## src/rtl/instr_sequencer.sv

```systemverilog
// Multi-cycle instruction sequencer: fetch/decode/execute with a handshaked
// data-memory phase, a bounded ack wait and sticky halt/error status.
module instr_sequencer #(
  parameter int PC_W    = 8,
  parameter int TIMEOUT = 15
) (
  input  logic            clk,
  input  logic            reset,
  input  logic            run,
  output logic [PC_W-1:0] imem_addr,
  input  logic [7:0]      imem_data,
  output logic [3:0]      opcode,
  output logic [1:0]      ra_sel,
  output logic [1:0]      rb_sel,
  input  logic            cu_reg_write,
  input  logic            cu_data_read,
  input  logic            cu_data_write,
  output logic            reg_we,
  output logic            mem_to_reg,
  output logic            dmem_req,
  output logic            dmem_we,
  input  logic            dmem_ack,
  output logic [PC_W-1:0] pc,
  output logic            halted,
  output logic            mem_err,
  output logic            busy
);

  localparam int WAIT_W = $clog2(TIMEOUT + 1);
  localparam logic [WAIT_W-1:0] WAIT_LAST = WAIT_W'(TIMEOUT - 1);

  typedef enum logic [2:0] {
    S_IDLE   = 3'd0,
    S_FETCH  = 3'd1,
    S_DECODE = 3'd2,
    S_EXEC   = 3'd3,
    S_MEM    = 3'd4,
    S_HALT   = 3'd5
  } state_e;

  state_e            state_q, state_d;
  logic [PC_W-1:0]   pc_q, pc_d;
  logic [7:0]        ir_q, ir_d;
  logic [WAIT_W-1:0] wait_q, wait_d;
  logic              store_q, store_d;
  logic              halted_q, halted_d;
  logic              mem_err_q, mem_err_d;

  // State and datapath registers; reset wins over every transition.
  always_ff @(posedge clk) begin
    if (reset) begin
      state_q   <= S_IDLE;
      pc_q      <= '0;
      ir_q      <= 8'h00;
      wait_q    <= '0;
      store_q   <= 1'b0;
      halted_q  <= 1'b0;
      mem_err_q <= 1'b0;
    end else begin
      state_q   <= state_d;
      pc_q      <= pc_d;
      ir_q      <= ir_d;
      wait_q    <= wait_d;
      store_q   <= store_d;
      halted_q  <= halted_d;
      mem_err_q <= mem_err_d;
    end
  end

  // Next-state logic and the same-cycle write-back strobe.
  always_comb begin
    state_d    = state_q;
    pc_d       = pc_q;
    ir_d       = ir_q;
    wait_d     = wait_q;
    store_d    = store_q;
    halted_d   = halted_q;
    mem_err_d  = mem_err_q;
    reg_we     = 1'b0;
    mem_to_reg = 1'b0;
    case (state_q)
      S_IDLE: begin
        if (run) state_d = S_FETCH;
        else     state_d = S_IDLE;
      end
      S_FETCH: begin
        state_d = S_DECODE;
      end
      S_DECODE: begin
        ir_d    = imem_data;
        pc_d    = pc_q + PC_W'(1);
        state_d = S_EXEC;
      end
      S_EXEC: begin
        if (opcode == 4'hF) begin
          state_d  = S_HALT;
          halted_d = 1'b1;
        end else if (cu_data_read || cu_data_write) begin
          state_d = S_MEM;
          wait_d  = '0;
          // A request flagged as both read and write is treated as a store.
          store_d = cu_data_write;
        end else begin
          reg_we  = cu_reg_write;
          state_d = run ? S_FETCH : S_IDLE;
        end
      end
      S_MEM: begin
        if (dmem_ack) begin
          reg_we     = ~store_q;
          mem_to_reg = ~store_q;
          state_d    = run ? S_FETCH : S_IDLE;
        end else if (wait_q == WAIT_LAST) begin
          wait_d    = wait_q + WAIT_W'(1);
          state_d   = S_HALT;
          halted_d  = 1'b1;
          mem_err_d = 1'b1;
        end else begin
          wait_d = wait_q + WAIT_W'(1);
        end
      end
      S_HALT: begin
        state_d = S_HALT;
      end
      default: begin
        state_d = S_IDLE;
      end
    endcase
  end

  assign imem_addr = pc_q;
  assign pc        = pc_q;
  assign opcode    = ir_q[7:4];
  assign ra_sel    = ir_q[3:2];
  assign rb_sel    = ir_q[1:0];
  assign dmem_req  = (state_q == S_MEM);
  assign dmem_we   = (state_q == S_MEM) && store_q;
  assign halted    = halted_q;
  assign mem_err   = mem_err_q;
  assign busy      = (state_q != S_IDLE) && (state_q != S_HALT);

endmodule

```

## config.mk

```make
export PLATFORM = sky130hd
export DESIGN_NAME = instr_sequencer
export DESIGN_NICKNAME = d
export VERILOG_FILES = /design/src/rtl/instr_sequencer.sv
export SDC_FILE = /design/constraint.sdc
export NUM_CORES = 1
export LEC_CHECK = 0
export CAP_MARGIN = 20
export CORE_AREA = 8 8 67 69
export CTS_CLUSTER_DIAMETER = 120
export DETAILED_ROUTE_END_ITERATION = 8
export DIE_AREA = 0 0 75 77
export DONT_BUFFER_PORTS = 1
export SLEW_MARGIN = 20
export SYNTH_ARGS = -nofsm -noshare
export SYNTH_HDL_FRONTEND = slang
export SYNTH_SLANG_ARGS = --single-unit
```

## constraint.sdc

```tcl
create_clock -name clk -period 1.5 [get_ports clk]
set_input_delay 0.375 -clock clk [delete_from_list [all_inputs] [get_ports clk]]
set_output_delay 0.375 -clock clk [all_outputs]
set_load 0.01 [all_outputs]
```

==> flow_metrics.tcl <==
set metrics [dict create \
    initial_utilization_pct 37.2 \
    reg2reg_to "imem_addr[4]" \
    die-area_um2 5780 \
    violations "setup timing" \
    tightest_slew_ns 0.379 \
    reg2reg_slack_ns -0.20 \
    synthTopCellsByCount "26 x dfxtp_1, 21 x nand2_1, 20 x a21oi_1" \
    port_buffers 0 \
    utilization_pct 49.8 \
    max_freq_mhz 564 \
    synth_top_cell_area_share_pct 40.0 \
    vias 1213 \
    startpoint_type "flip-flop" \
    crit_path_end_kind "primary output" \
    period_share_pct 118 \
    grt_pass1_wl_mm 5.43 \
    drive_gt1_share_pct 38.7 \
    num_antenna_cells 0 \
    wl_per_cell_um 14.8 \
    clk_latency_ns 0.32 \
    clockBufferDepth 2 \
    holdPathEnd "imem_addr[5]" \
    stdcell_area_um2 1740 \
    worst-setup-path-type "reg2out" \
    slew_headroom_pct 74.7 \
    syn_nets 176 \
    clkTransAtPathRegs_ns 0.14 \
    hold_viol_final 0 \
    place_area_um2 1500 \
    status "finished, violations left" \
    drtPass1Iterations 4 \
    synthToLayoutAreaGrowth_pct 34.0 \
    drv_slew 0 \
    ys_seq_area_share_pct 40.0 \
    r2r-start "state_q[2]" \
    rsz0062_at_grt "true" \
    critical_path.top_delay_family "simple AND/OR/NAND/NOR gates" \
    max-cap-violations 0 \
    cp.depth 3 \
    worst_hold_path_type "in2reg" \
    post-place-ws_ns -0.107 \
    path_buf_inv 0 \
    cts_tree "yes" \
    clock_skew_ns 0.00124 \
    final-setup-viol-count 15 \
    num_rows 22 \
    pwr_density_cell_nw_per_um2 797 \
    post-dp-hpwl_mm 2.46 \
    synthFlopType "dfxtp_1" \
    core_area_um2 3500 \
    die_h_um 77 \
    ant_nets 0 \
    cp_max_fo 4 \
    first_iter_violations 31 \
    cpMaxStageDelayCell "or3b_4" \
    synth.area.top_cells "dfxtp_1 40%, a21oi_1 7.7%, nand2_1 6.1%, buf_4 4.6%, ha_1 2.9%" \
    gp_congestion 0.838 \
    viasPerCell 5.30 \
    arrival_ns 1.40 \
    ys_types 39 \
    overflow 0 \
    grt_max_degree 28 \
    yosysMostFrequentCell "dfxtp_1" \
    yosys_warnings 0 \
    synth_top_area_cell "dfxtp_1" \
    hold_path.startpoint "reset" \
    synth-async-reset-ratio_pct 0 \
    crit_required_ns 1.12 \
    antenna_found_initial 0 \
    htreeDepth 1 \
    boundaryPins 46 \
    syn_area_um2 1300 \
    track_usage_pct 11.7 \
    grt_pass1_vias 1175 \
    routed_wl_mm 3.39 \
    synthCells 158 \
    drc_errors 0 \
    die_w_um 75 \
    nets 200 \
    cts_buffers 3 \
    fin_ws_ns -0.275 \
    synth_edf_count 0 \
    setup_tns_ns -1.98 \
    leakage_nw 0.657 \
    cpPeakStageDelay_ns 0.41 \
    period_minus_slack_ns 1.77 \
    worstRegToRegCells 7 \
    irDropWorstVdd_v 0.000463 \
    syn_avg_cell_area_um2 8.23 \
    whs_path_depth 1 \
    root_buffer "clkbuf_4" \
    clock_sinks 26 \
    crit_chain "or3b_4 > nor3_4 > a31o_2" \
    ys_ff_latch 26 \
]
## worst register-to-register path: stages (launching register included)
cell      delay, ns
dfxtp_4        0.38
buf_4          0.13
buf_6          0.12
buf_6          0.11
nor4bb_4       0.26
buf_4          0.16
and3_4         0.18
mux2_4         0.29
## layout by cell type (no fill, tap or decap), drive strengths merged, types with 4 or more instances in the layout
cell type and n:
clkbuf 4, nand2 21, buf 36, dfxtp 26, a21oi 20, o31ai 5, o21ai 7, nor2 7
or3 4, inv 7, xnor2 4
## power by group
group / switching [mW] / internal, mW / total [mW]
logic: 0.137 / 0.145 / 0.282
clock network: 0.212 / 0.148 / 0.361
registers: 0.0248 / 0.720 / 0.745
total: 0.374 / 1.01 / 1.39
## cell type report
cell class | count | area [um^2]
fill | 343 | 1750
multi-input combinational | 108 | 779
sequential | 26 | 532
timing repair buffer | 36 | 308
tap | 48 | 60.1
clock buffer | 4 | 36.3
inverter | 7 | 26.3
## kinds of logic (layout without fill, tap and decap cells)
| kind of cell | Yosys count | after routing | share of synthesized area, % |
|---|---|---|---|
| and+or+nand+nor | 60 | 60 | 25.4 |
| adders and majority gates | 3 | 3 | 2.89 |
| buffers and inverters | 24 | 47 | 9.43 |
| muxes | 2 | 2 | 1.73 |
| xor gates and xnor gates | 4 | 4 | 2.69 |
| AOI/OAI and AO/OA | 39 | 39 | 17.8 |
| DFF | 26 | 26 | 40.0 |
## flip-flops by register name, indices dropped and copies added (netlist names)
name and flops:
mem_err 1, ir_q 8, halted 1, wait_q 4, imem_addr 8, store_q 1, state_q 3
## layer usage
metal  wire (um)  track usage [%]  up-vias
met1        1350             12.9      576
met3         246             3.90        6
li1            -                -      592
met5           0                0        -
met2        1720             19.2       39
met4          71             5.29        0
## stage by stage
stage	hold slack (ns)	instances	total power, mW
5_1_grt	0.0618	229	1.46
3_5_place_dp	0.452	217	0.974
6_report	0.0945	229	1.39
2_1_floorplan	0.453	158	0.905
4_1_cts	0.0886	227	1.37
3_3_place_gp	0.449	217	0.965
## worst max-delay path by stage
| stage | start | to | slack [ns] |
|---|---|---|---|
| after floorplan | state_q[0] | reg_we | -0.10 |
| after global placement | state_q[2] | reg_we | -0.05 |
| after detailed placement | state_q[1] | imem_addr[7] | -0.11 |
| after CTS | state_q[0] | reg_we | -0.28 |
| after global routing | state_q[2] | reg_we | -0.36 |
| final | state_q[2] | reg_we | -0.27 |
## timing repair
action | in CTS | in global routing
pin swaps | 12 | 7
gates resized for setup | 13 | 28
hold endpoints to repair | 0 | 0
endpoints found under the setup margin | 11 | 14
hold buffers | 0 | 0
buffers inserted | 6 | 2
No activity file was read; power rests on OpenSTA's default activity.
